===== src/rtl/fu_wb_arbiter.sv =====
// Writeback arbiter: per-FU result holding slots, round-robin
// onto one register-file write port with registered outputs.
module fu_wb_arbiter #(
  parameter int N_FU = 4,
  parameter int XLEN = 32,
  parameter int RW   = 5
) (
  input  logic                 clk,
  input  logic                 rst,
  input  logic [N_FU-1:0]      fu_finish,
  input  logic [N_FU*XLEN-1:0] fu_res,
  input  logic [N_FU*RW-1:0]   fu_rd,
  output logic [N_FU-1:0]      fu_busy,
  input  logic                 wb_ready,
  output logic                 wb_we,
  output logic [RW-1:0]        wb_addr,
  output logic [XLEN-1:0]      wb_data,
  output logic [N_FU-1:0]      wb_fu,
  output logic                 err
);

  localparam int PW = (N_FU > 1) ? $clog2(N_FU) : 1;

  logic [N_FU-1:0] slot_v;
  logic [XLEN-1:0] slot_res [N_FU];
  logic [RW-1:0]   slot_rd  [N_FU];
  logic [PW-1:0]   ptr;

  logic            gnt;
  logic [PW-1:0]   gidx;
  logic [PW-1:0]   cand;
  logic [N_FU-1:0] take;

  assign fu_busy = slot_v;

  // Pick the first valid slot after ptr; scanning farthest-first
  // lets the nearest candidate overwrite, so no early exit needed.
  always_comb begin
    gnt  = 1'b0;
    gidx = ptr;
    cand = ptr;
    if (wb_ready) begin
      for (int k = N_FU; k >= 1; k--) begin
        cand = PW'((int'(ptr) + k) % N_FU);
        if (slot_v[cand]) begin
          gnt  = 1'b1;
          gidx = cand;
        end
      end
    end
    take = gnt ? (N_FU'(1) << gidx) : '0;
  end

  // Slot capture/release, round-robin pointer and sticky overflow.
  always_ff @(posedge clk) begin
    if (rst) begin
      slot_v <= '0;
      ptr    <= PW'(N_FU - 1);
      err    <= 1'b0;
    end else begin
      if (gnt) ptr <= gidx;
      for (int i = 0; i < N_FU; i++) begin
        if (fu_finish[i] && (!slot_v[i] || take[i])) begin
          slot_v[i]   <= 1'b1;
          slot_res[i] <= fu_res[i*XLEN +: XLEN];
          slot_rd[i]  <= fu_rd[i*RW +: RW];
        end else if (take[i]) begin
          slot_v[i] <= 1'b0;
        end
        if (fu_finish[i] && slot_v[i] && !take[i]) err <= 1'b1;
      end
    end
  end

  // Registered write port; addr/data hold when nothing is granted.
  always_ff @(posedge clk) begin
    if (rst) begin
      wb_we   <= 1'b0;
      wb_addr <= '0;
      wb_data <= '0;
      wb_fu   <= '0;
    end else begin
      wb_fu <= take;
      wb_we <= gnt && (slot_rd[gidx] != '0);
      if (gnt) begin
        wb_addr <= slot_rd[gidx];
        wb_data <= slot_res[gidx];
      end
    end
  end

endmodule


===== config.mk =====
export PLATFORM = sky130hd
export DESIGN_NAME = fu_wb_arbiter
export DESIGN_NICKNAME = d
export VERILOG_FILES = /design/src/rtl/fu_wb_arbiter.sv
export SDC_FILE = /design/constraint.sdc
export NUM_CORES = 1
export LEC_CHECK = 0
export ABC_CLOCK_PERIOD_IN_PS = 5900
export BUFFER_PORTS_ARGS = -buffer_cell sky130_fd_sc_hd__buf_2
export CORE_UTILIZATION = 35
export DETAILED_ROUTE_END_ITERATION = 7
export PLACE_DENSITY_LB_ADDON = 0.1
export SYNTH_ARGS = -nofsm -noshare
export SYNTH_HDL_FRONTEND = slang
export SYNTH_SLANG_ARGS = --single-unit
export TNS_END_PERCENT = 50

===== constraint.sdc =====
create_clock -name clk -period 5.9 [get_ports clk]
set_input_delay 0.59 -clock clk [delete_from_list [all_inputs] [get_ports clk]]
set_output_delay 0.59 -clock clk [all_outputs]
set_load 0.01 [all_outputs]

==> impl_summary.log, run 1 <==
INFO  metric timing.slew.headroom = 16.8%
INFO  metric reg2reg_slack = between 2 and 2.5 ns
INFO  metric gp_routability_congestion = ~0.8
INFO  metric initial_utilization = a little over a third
INFO  metric holdPathStages = 1
INFO  metric max_cap_viols = 0
INFO  metric flip_flop_cell_with_the_highest_count_after_synthesis = sky130_fd_sc_hd__edfxtp_1
INFO  metric netlist_area = between 7000 and 8000 um^2
INFO  metric critPathArrivalTime = ~4.0 ns
INFO  metric worstSetupStartpointType = flop
INFO  metric run_status = complete, no violations
INFO  metric cts_buffer_depth = 2
INFO  metric worstSkewPairLatency = 0.43 ns
INFO  metric crit_chain = inv_1 > a41oi_1 > a41o_1 > nand2_2 > o21ai_0 > nor3b_2 > buf_4
INFO  metric combined_buffer_and_inverter_count_along_the_critical_path = 2
INFO  metric wire_length_of_the_first_global_routing_pass = between 20000 and 30000 um
INFO  metric seq_area_frac_synth = between 70% and 80%
INFO  metric tritoncts.num_buffers = 17
INFO  metric syn2layout_area_growth = 24.5%
INFO  metric report.final.setup_viol = 0
INFO  metric period_needed = around 4 ns
INFO  metric worstPathMaxFanout = 43
INFO  metric final_net_count = a little under 900
INFO  metric tritoncts = done
INFO  metric fraction_of_final_layout_cells_with_drive_strength_greater_than_1 = 34.7%
INFO  metric fmaxAchievable = roughly 260 MHz
INFO  metric ff2ff_path_depth = 7
INFO  metric chipWidth = between 150 and 200 um
INFO  metric core = 21300 um^2
INFO  metric average_cell_area_after_synthesis = roughly 15 um^2
INFO  metric drt_pass1_iterations = 5
INFO  metric cts.root.buffer_cell = sky130_fd_sc_hd__clkbuf_16
INFO  metric post_cts_resized = 0
INFO  metric globalRoute.totalOverflow = 0
INFO  metric rsz0062_at_grt = false
INFO  metric synthCells = roughly 530
INFO  metric final.setup.tns = 0 ns
INFO  metric path_clk_slew = about 0.08 ns
INFO  metric grtUsageTotal = between 10% and 20%
INFO  metric floorplan.rows = 53
INFO  metric drv_slew = 0
INFO  metric detail_route.wirelength = 19200 um
INFO  metric die_area = approximately 23000 um^2
INFO  metric yosysUniqueCellTypes = 50
INFO  metric power.density_cell_area = 340 nW/um^2
INFO  metric postCtsHoldBufs = 0
INFO  metric worst_ir_drop_vdd = roughly 0.00018 V
INFO  metric netlist_top_cells_count = sky130_fd_sc_hd__edfxtp_1 (148), sky130_fd_sc_hd__nand2_1 (86), sky130_fd_sc_hd__mux2i_1 (66)
INFO  metric rr_endpoint = slot_res[1][19]
INFO  metric io_buffer_count = 201
INFO  metric postRouteAntennaNets = 0
INFO  metric drt-initial-drc-count = 178
INFO  metric htreeDepth = 4
INFO  metric fillers = 1959
INFO  metric postCtsSetupBuffers = 0
INFO  metric layout_worst_path_cycle_share = 66.0%
INFO  metric r2r_start = ptr[1]
INFO  metric grt_start_max_net_pins = 44
INFO  metric ios = between 200 and 250
INFO  metric cts_sinks = 197
INFO  metric netlist.area_leader.share = 57.9%
INFO  metric slowest_stage = sky130_fd_sc_hd__dfxtp_1
INFO  metric clock-skew-final = 0.00980 ns
INFO  metric worst-slew-pin-transition = 1.24 ns
INFO  metric detailedPlacementHpwl = 12800 um
INFO  metric route.detailed.vias_per_inst = between 4 and 5
INFO  metric mean_routed_wirelength_per_cell = about 19 um
INFO  metric synthesis.yosys.warnings = 0
INFO  metric synth_edf_count = around 150
INFO  metric largest_stage_delay_on_the_critical_path = between 0.8 and 0.9 ns
INFO  metric syn_nets = 683
INFO  metric hold_end = slot_res[0][21]
INFO  metric number_of_antenna_violations_at_the_first_check_in_global_routing = 1
INFO  metric synth_top_cell_by_area = sky130_fd_sc_hd__edfxtp_1
INFO  metric path_class = flop to flop
INFO  metric drc_violation_count_after_routing = 0
INFO  metric worst_hold_startpoint = fu_res[21]
INFO  metric synth.most_common_cell = sky130_fd_sc_hd__edfxtp_1
INFO  metric die_height = between 150 and 200 um
INFO  metric via_count_of_the_first_global_routing_pass = 5211
INFO  metric synth.area.top_cells = sky130_fd_sc_hd__edfxtp_1 (58%), sky130_fd_sc_hd__dfxtp_1 (13%), sky130_fd_sc_hd__mux2i_1 (8.6%), sky130_fd_sc_hd__a32o_1 (5.3%), sky130_fd_sc_hd__nand2_1 (4.2%)
INFO  metric postSynthRegisterBits = just under 200
INFO  metric postSynth.asyncResetShare = 0%
INFO  metric power_leakage = 4.01 nW
INFO  metric timing.hold.worst.class = input port to flop
INFO  metric finalHoldViolCount = 0
INFO  metric family_with_the_most_delay_on_the_worst_path = compound AO/OA/AOI/OAI gates
INFO  metric critical_path.endpoint_type = flop
INFO  metric num_vias = approximately 5000
INFO  metric worstPathRequired = 5.97 ns
INFO  metric total_power = 3.25 mW
flip-flops by register name, summed over array words and instances, names as in the netlist:
signal and flops:
fu_busy 4, err 1, wb_we 1, slot_rd 20, wb_fu 4, wb_data 32, slot_res 128, wb_addr 5
ptr 2
area by class of cell:
cell class / instances / area (um^2) / area share, %
sequential: 197 / 5430 / 56.8
multi-input combinational: 287 / 2070 / 21.7
timing repair buffer: 207 / 1050 / 11.0
clock buffer: 18 / 429 / 4.49
tap: 275 / 344 / 3.60
clock inverter: 14 / 189 / 1.98
inverter: 12 / 45.0 / 0.471
antenna: 2 / 5.00 / 0.0524
through the flow:
step | setup slack, ns | utilization [%] | instances | instance area [um^2] | hold slack [ns]
4_1_cts | 2.02 | 44.9 | 1010 | 9550 | 0.306
2_1_floorplan | 1.19 | - | 528 | 7680 | 0.511
3_3_place_gp | 2.11 | 42.0 | 978 | 8940 | 0.445
5_1_grt | 1.62 | 44.9 | 1010 | 9550 | 0.301
3_5_place_dp | 2.05 | 42.0 | 978 | 8940 | 0.451
6_report | 2.01 | 44.9 | 1012 | 9560 | 0.325
layout by cell type, fill, tap and decap left out, types with 4 or more instances in the layout:
master	n
sky130_fd_sc_hd__nor2_1	13
sky130_fd_sc_hd__o21ai_0	5
sky130_fd_sc_hd__inv_1	12
sky130_fd_sc_hd__a21oi_1	11
sky130_fd_sc_hd__a32o_1	41
sky130_fd_sc_hd__nand2_1	85
sky130_fd_sc_hd__nor3_1	5
sky130_fd_sc_hd__mux2i_1	66
sky130_fd_sc_hd__buf_4	6
sky130_fd_sc_hd__buf_2	201
sky130_fd_sc_hd__o32ai_1	4
sky130_fd_sc_hd__edfxtp_1	148
sky130_fd_sc_hd__clkbuf_16	17
sky130_fd_sc_hd__nand2b_1	5
sky130_fd_sc_hd__dfxtp_1	49
metal layers:
metal / routed length [um] / track usage, % / part of all wire [%]
met1: 8340 / 22.9 / 43
met2: 9380 / 29.2 / 49
met4: 182 / 4.80 / 0.95
met5: 0 / 0 / 0
met3: 1320 / 4.48 / 6.9
cell families after synthesis:
group,synth area share [%]
compound gates,9.27
buf+inv,3.11
flops,70.7
mux,8.60
simple gates,8.34
worst max-delay path by stage:
stage,start,endpoint,slack (ns),cells after the start
floorplan,wb_ready,slot_rd[1][0],1.19,5
global placement,ptr[1],slot_res[1][7],2.11,7
global route,ptr[1],slot_res[1][24],1.62,7
detailed placement,ptr[1],slot_res[1][8],2.05,7
finish,ptr[1],slot_res[1][19],2.01,7
CTS,ptr[1],slot_res[1][24],2.02,7
report_power, final:
part | switching [mW] | internal, mW | leakage (nW) | total (mW)
Clock | 0.553 | 0.647 | 0.295 | 1.20
Combinational | 0.250 | 0.175 | 1.94 | 0.425
Sequential | 0.0421 | 1.58 | 1.78 | 1.62
No activity file was read; power rests on OpenSTA's default activity.
==> inputs of run 2 (changes only) <==
ABC_CLOCK_PERIOD_IN_PS = 4000   (was 5900)
clock period = 4 ns   (was 5.9 ns; I/O delays follow)
==> impl_summary.log, run 2 (synthesized netlist as in run 1, its figures left out) <==
INFO  metric rr_endpoint = slot_res[1][25]
INFO  metric power.switching_fraction = 26.0% (-0.053 points)
INFO  metric run_status = complete, no violations
INFO  metric timing.hold.worst.class = input port to flop
INFO  metric internal-power = 3.56 mW (+48%)
INFO  metric max_cap_viols = 0 (unchanged)
INFO  metric power_leakage = 4.03 nW (+0.49%)
INFO  metric hold_slack = 0.139 ns (-0.186 ns)
INFO  metric via_count_of_the_first_global_routing_pass = 5065 (-2.8%)
INFO  metric mean_routed_wirelength_per_cell = 18.8 um (-1.2%)
INFO  metric initial_utilization = 36.1% (unchanged)
INFO  metric period_needed = 3.09 ns (-0.809 ns)
INFO  metric regArea = 5430 um^2 (unchanged)
INFO  metric r2r_start = ptr[1]
INFO  metric worst-slew-pin-transition = 1.07 ns (-0.171 ns)
INFO  metric fillers = 1968 (+0.46%)
INFO  metric placedInstanceArea = 8960 um^2 (+0.24%)
INFO  metric gp_routability_congestion = 0.784 (-2.6%)
INFO  metric die_height = 150 um (unchanged)
INFO  metric postRouteAntennaNets = 0 (unchanged)
INFO  metric wire_length_of_the_first_global_routing_pass = 28200 um (-3.5%)
INFO  metric worstSkewPairLatency = 0.43 ns (about the same)
INFO  metric route.detailed.vias_per_inst = 4.97 (+0.70%)
INFO  metric cts.root.buffer_cell = sky130_fd_sc_hd__clkbuf_16
INFO  metric hold_end = slot_res[0][4]
INFO  metric post_cts_resized = 0 (unchanged)
INFO  metric syn2layout_area_growth = 24.9%
INFO  metric number_of_antenna_violations_at_the_first_check_in_global_routing = 3 (+2)
INFO  metric comb_power_share = 13.1% (about the same)
INFO  metric chipWidth = 150 um (unchanged)
INFO  metric combined_buffer_and_inverter_count_along_the_critical_path = 2 (unchanged)
INFO  metric worstSetupStartpointType = flop
INFO  metric drv_slew = 0 (unchanged)
INFO  metric grtUsageTotal = 17.2% (-0.45 points)
INFO  metric floorplan.rows = 53 (unchanged)
INFO  metric power.density_cell_area = 502 nW/um^2 (+48%)
INFO  metric power_frac_clock = 37.3% (+0.3 points)
INFO  metric fmaxAchievable = 324 MHz (+26%)
INFO  metric seq_power_share = 49.6% (-0.4 points)
INFO  metric worst_ir_drop_vdd = 0.000309 V (+71%)
INFO  metric final_net_count = 879 (+0.23%)
INFO  metric postCtsHoldBufs = 0 (unchanged)
INFO  metric globalRoute.totalOverflow = 0 (unchanged)
INFO  metric grt_start_max_net_pins = 43 (-2.3%)
INFO  metric largest_stage_delay_on_the_critical_path = 0.79 ns (-0.03 ns)
INFO  metric htreeDepth = 4 (unchanged)
INFO  metric rsz0062_at_grt = false
INFO  metric largest_register_ffs = 128 (unchanged)
INFO  metric holdPathStages = 1 (unchanged)
INFO  metric layout_worst_path_cycle_share = 77.1% (+11 points)
INFO  metric path_class = flop to flop
INFO  metric tritoncts = done
INFO  metric worstSetupStartpoint = ptr[1]
INFO  metric critPathArrivalTime = 3.15 ns (-0.81 ns)
INFO  metric timing.slew.headroom = 28.4% (+12 points)
INFO  metric top_register_by_number_of_flip_flops = slot_res
INFO  metric crit_chain = inv_1 > a41oi_1 > a41o_1 > nand2_2 > o21ai_0 > nor3b_4 > buf_4
INFO  metric report.final.setup_viol = 0 (unchanged)
INFO  metric worst_slack = 0.914 ns (-1.09 ns)
INFO  metric postLayoutCoreUtil = 45.1% (+0.15 points)
INFO  metric drt-initial-drc-count = 265 (+49%)
INFO  metric die_area = 22500 um^2 (unchanged)
INFO  metric family_with_the_most_delay_on_the_worst_path = buffers and inverters
INFO  metric fraction_of_final_layout_cells_with_drive_strength_greater_than_1 = 35.0% (+0.31 points)
INFO  metric tritoncts.num_buffers = 17 (unchanged)
INFO  metric mostFrequentLayoutCell = sky130_fd_sc_hd__buf_2
INFO  metric reg2reg_slack = 0.91 ns (-1.09 ns)
INFO  metric core = 21300 um^2 (unchanged)
INFO  metric num_vias = 5058 (+1.2%)
INFO  metric multi_input_comb_area = 2080 um^2 (+0.30%)
INFO  metric critical_path.endpoint_type = flop
INFO  metric io_buffer_count = 201 (unchanged)
INFO  metric worstPathRequired = 4.06 ns (-1.91 ns)
INFO  metric slowest_stage = sky130_fd_sc_hd__dfxtp_1
INFO  metric final_cell_mix = sky130_fd_sc_hd__buf_2 (201), sky130_fd_sc_hd__edfxtp_1 (148), sky130_fd_sc_hd__nand2_1 (85)
INFO  metric detailedPlacementHpwl = 12500 um (-2.1%)
INFO  metric clock-skew-final = 0.0157 ns (+0.00586 ns)
INFO  metric finish.instance_area = 9590 um^2 (+0.34%)
INFO  metric worst_hold_startpoint = fu_res[4]
INFO  metric place_ws = 0.949 ns (-1.10 ns)
INFO  metric p_sw = 1.25 mW (+48%)
INFO  metric path_clk_slew = 0.08 ns (about the same)
INFO  metric cts_buffer_depth = 2 (unchanged)
INFO  metric postCtsSetupBuffers = 0 (unchanged)
INFO  metric drc_violation_count_after_routing = 0 (unchanged)
INFO  metric ff2ff_path_depth = 7 (unchanged)
INFO  metric largestRegisters = slot_res: 128 flops, wb_data: 32 flops, slot_rd: 20 flops
INFO  metric drt_pass1_iterations = 5 (unchanged)
INFO  metric ios = 202 (unchanged)
INFO  metric worstPathMaxFanout = 37 (-14%)
INFO  metric cts_sinks = 197 (unchanged)
INFO  metric finalHoldViolCount = 0 (unchanged)
INFO  metric detail_route.wirelength = 19100 um (-0.75%)
==> run 2: layer usage <==
layer	vias up	wire, um	GRT usage (%)	part of all wire, %
met5	-	0	0	0
met4	0	237	5.45	1.2
met3	18	1400	5.64	7.3
met2	167	9180	27.6	48
met1	2462	8260	22.0	43
li1	2411	-	-	-
==> run 2: layout make-up <==
cell class | count | area share, %
sequential | 197 | 56.6
multi-input combinational | 287 | 21.7
timing repair buffer | 209 | 11.1
clock buffer | 18 | 4.58
tap | 275 | 3.59
clock inverter | 14 | 1.90
inverter | 12 | 0.470
antenna | 5 | 0.130
==> run 2: worst reg2reg max path: stages, from the launching register on <==
cell                      delay, ns
sky130_fd_sc_hd__dfxtp_1       0.79
sky130_fd_sc_hd__inv_1         0.39
sky130_fd_sc_hd__a41oi_1       0.31
sky130_fd_sc_hd__a41o_1        0.25
sky130_fd_sc_hd__nand2_2       0.07
sky130_fd_sc_hd__o21ai_0       0.21
sky130_fd_sc_hd__nor3b_4       0.21
sky130_fd_sc_hd__buf_4         0.47
==> run 2: metrics by stage <==
step	setup TNS, ns	power [mW]	std cells
finish	0	4.81	1017
floorplan	-34.66	2.83	528
CTS	0	4.87	1012
detailed placement	0	3.08	980
global route	0	5.02	1014
global placement	0	3.07	980
==> run 2: how the worst max path moves through the flow <==
stage | to | depth (start not counted)
detailed placement | slot_res[1][12] | 7
global route | wb_data[17] | 6
global placement | slot_res[1][12] | 7
floorplan | slot_rd[0][0] | 6
CTS | slot_rd[1][3] | 7
finish | slot_res[1][25] | 7
==> run 2: power groups by stage <==
stage | sequential (mW) | combinational, mW | clock [mW]
6_report | 2.39 | 0.629 | 1.79
5_1_grt | 2.40 | 0.696 | 1.92
4_1_cts | 2.39 | 0.644 | 1.84
3_5_place_dp | 2.44 | 0.641 | 0
3_3_place_gp | 2.43 | 0.633 | 0
2_1_floorplan | 2.45 | 0.388 | 0
==> inputs of run 3 (changes only) <==
ABC_CLOCK_PERIOD_IN_PS = 2600   (was 4000)
clock period = 2.6 ns   (was 4 ns; I/O delays follow)
==> impl_summary.log, run 3 (synthesized netlist as in run 1, its figures left out) <==
INFO  metric die_height = 150 um (unchanged)
INFO  metric hold_slack = 0.0147 ns (-0.124 ns)
INFO  metric postCtsHoldBufs = 108 (+108)
INFO  metric route.detailed.vias_per_inst = 4.82 (-3.2%)
INFO  metric detail_route.wirelength = 20500 um (+7.5%)
INFO  metric worst_hold_startpoint = fu_res[118]
INFO  metric worst-slew-pin-transition = 1.11 ns (+0.0395 ns)
INFO  metric postCtsSetupBuffers = 0 (unchanged)
INFO  metric regArea = 5430 um^2 (about the same)
INFO  metric layout_worst_path_cycle_share = 90.2% (+13 points)
INFO  metric postRouteAntennaNets = 0 (unchanged)
INFO  metric core = 21300 um^2 (unchanged)
INFO  metric fraction_of_final_layout_cells_with_drive_strength_greater_than_1 = 31.2% (-3.8 points)
INFO  metric chipWidth = 150 um (unchanged)
INFO  metric drv_slew = 0 (unchanged)
INFO  metric drc_violation_count_after_routing = 0 (unchanged)
INFO  metric total_power = 7.48 mW (+56%)
INFO  metric syn2layout_area_growth = 43.5%
INFO  metric largest_register_ffs = 128 (unchanged)
INFO  metric power.density_cell_area = 679 nW/um^2 (+35%)
INFO  metric reg2reg_slack = 0.25 ns (-0.66 ns)
INFO  metric r2r_start = ptr[0]
INFO  metric num_vias = 5534 (+9.4%)
INFO  metric path_clk_slew = 0.07 ns (about the same)
INFO  metric grt_most_used_layer = met2
INFO  metric detailedPlacementHpwl = 13100 um (+4.7%)
INFO  metric drt-initial-drc-count = 216 (-18%)
INFO  metric worst_ir_drop_vdd = 0.000457 V (+48%)
INFO  metric initial_utilization = 36.1% (unchanged)
INFO  metric holdPathStages = 1 (unchanged)
INFO  metric critical_path.endpoint = slot_res[2][22]
INFO  metric max_cap_viols = 0 (unchanged)
INFO  metric post_cts_resized = 0 (unchanged)
INFO  metric clock-skew-final = 0.0187 ns (+0.00302 ns)
INFO  metric timing.slew.headroom = 25.7% (-2.6 points)
INFO  metric power_leakage = 4.63 nW (+15%)
INFO  metric worstPathRequired = 2.71 ns (-1.35 ns)
INFO  metric worstSetupStartpointType = flop
INFO  metric mean_routed_wirelength_per_cell = 17.8 um (-4.9%)
INFO  metric via_count_of_the_first_global_routing_pass = 5593 (+10%)
INFO  metric top_register_by_number_of_flip_flops = slot_res
INFO  metric final_cell_mix = sky130_fd_sc_hd__buf_2 (201), sky130_fd_sc_hd__edfxtp_1 (148), sky130_fd_sc_hd__dlygate4sd3_1 (128)
INFO  metric grt_start_max_net_pins = 38 (-12%)
INFO  metric final.setup.tns = 0 ns (unchanged)
INFO  metric wire_length_of_the_first_global_routing_pass = 30000 um (+6.4%)
INFO  metric globalRoute.totalOverflow = 0 (unchanged)
INFO  metric number_of_antenna_violations_at_the_first_check_in_global_routing = 0 (-3)
INFO  metric rr_endpoint = slot_res[2][22]
INFO  metric cts.root.buffer_cell = sky130_fd_sc_hd__clkbuf_16
INFO  metric ff2ff_path_depth = 6 (-1)
INFO  metric cts_sinks = 197 (unchanged)
INFO  metric largestRegisters = slot_res: 128 flops, wb_data: 32 flops, slot_rd: 20 flops
INFO  metric cts_buffer_depth = 2 (unchanged)
INFO  metric ios = 202 (unchanged)
INFO  metric run_status = complete, no violations
INFO  metric die_area = 22500 um^2 (unchanged)
INFO  metric rsz0062_at_grt = false
INFO  metric worstSetupStartpoint = ptr[0]
INFO  metric path_class = flop to flop
INFO  metric report.final.setup_viol = 0 (unchanged)
INFO  metric tritoncts.num_buffers = 17 (unchanged)
INFO  metric gp_routability_congestion = 0.843 (+7.6%)
INFO  metric fmaxAchievable = 426 MHz (+32%)
INFO  metric grtUsageMet2 = 30.5% (+2.9 points)
INFO  metric final_net_count = 1017 (+16%)
INFO  metric timing.hold.worst.class = input port to flop
INFO  metric global_route.usage.met3 = 5.03% (-0.61 points)
INFO  metric multi_input_comb_area = 2100 um^2 (+0.96%)
INFO  metric n_antenna_cell = 0 (-5)
INFO  metric tritoncts = done
INFO  metric period_needed = 2.35 ns (-0.740 ns)
INFO  metric globalRouteMet1Util = 22.3% (+0.38 points)
INFO  metric grtUsageTotal = 18.0% (+0.85 points)
INFO  metric htreeDepth = 4 (unchanged)
INFO  metric drt_pass1_iterations = 7 (+2)
INFO  metric finalHoldViolCount = 0 (unchanged)
INFO  metric io_buffer_count = 201 (unchanged)
INFO  metric floorplan.rows = 53 (unchanged)
INFO  metric critical_path.endpoint_type = flop
INFO  metric fillers = 1827 (-7.2%)
INFO  metric worstSkewPairLatency = 0.44 ns (about the same)
INFO  metric mostFrequentLayoutCell = sky130_fd_sc_hd__buf_2
INFO  metric critPathArrivalTime = 2.45 ns (-0.70 ns)
INFO  metric worstPathMaxFanout = 18 (-51%)
[run 3: cell types whose count changed in the layout (fill, tap and decap cells not counted), sizes merged]
cell	delta
clkinvlp	+1
inv	-2
bufinv	-1
diode	-5
dlygate4sd3	+128
buf	+10
clkinv	+1
[run 3: critical path, stage by stage, from the launching register on]
cell and delay [ns]:
sky130_fd_sc_hd__dfxtp_1 0.55, sky130_fd_sc_hd__nand2b_1 0.25, sky130_fd_sc_hd__a21oi_1 0.12, sky130_fd_sc_hd__a221oi_2 0.24
sky130_fd_sc_hd__nand3_1 0.19, sky130_fd_sc_hd__a211oi_4 0.31, sky130_fd_sc_hd__buf_4 0.35
[run 3: layout make-up]
class / count / area share (%)
multi-input cells: 287 / 19.0
well taps: 275 / 3.12
clock buffers: 18 / 3.99
clock inverters: 13 / 1.31
flip-flops and latches: 197 / 49.3
repair buffers: 347 / 22.9
inverters: 12 / 0.409
[run 3: per-layer routing]
metal	share of wire, %	vias to the layer above
li1	-	2674
met1	43	2663
met2	50	188
met3	6.3	9
met4	0.76	0
met5	0	-
[run 3: worst min path at each step]
| stage | slack [ns] | endpoint |
|---|---|---|
| after floorplan | 0.36 | slot_rd[0][0] |
| after global placement | 0.44 | slot_res[2][23] |
| after detailed placement | 0.44 | slot_rd[2][2] |
| after CTS | 0.0006 | slot_rd[2][1] |
| after global routing | -0.006 | slot_res[3][22] |
| final | 0.01 | slot_res[3][22] |
[run 3: power by group]
part	total, mW	switching [mW]	internal, mW
logic	1.21	0.629	0.577
clock network	2.60	1.22	1.38
registers	3.68	0.0905	3.59
total	7.48	1.94	5.54
[run 3: stage by stage]
step	utilization, %	cell area (um^2)	std cells	worst slack, ns
after floorplan	-	7750	528	-0.120
after global placement	43.0	9160	990	0.338
after detailed placement	43.0	9160	990	0.280
after CTS	50.8	10800	1129	0.264
after global routing	51.8	11000	1149	0.102
final	51.8	11000	1149	0.254
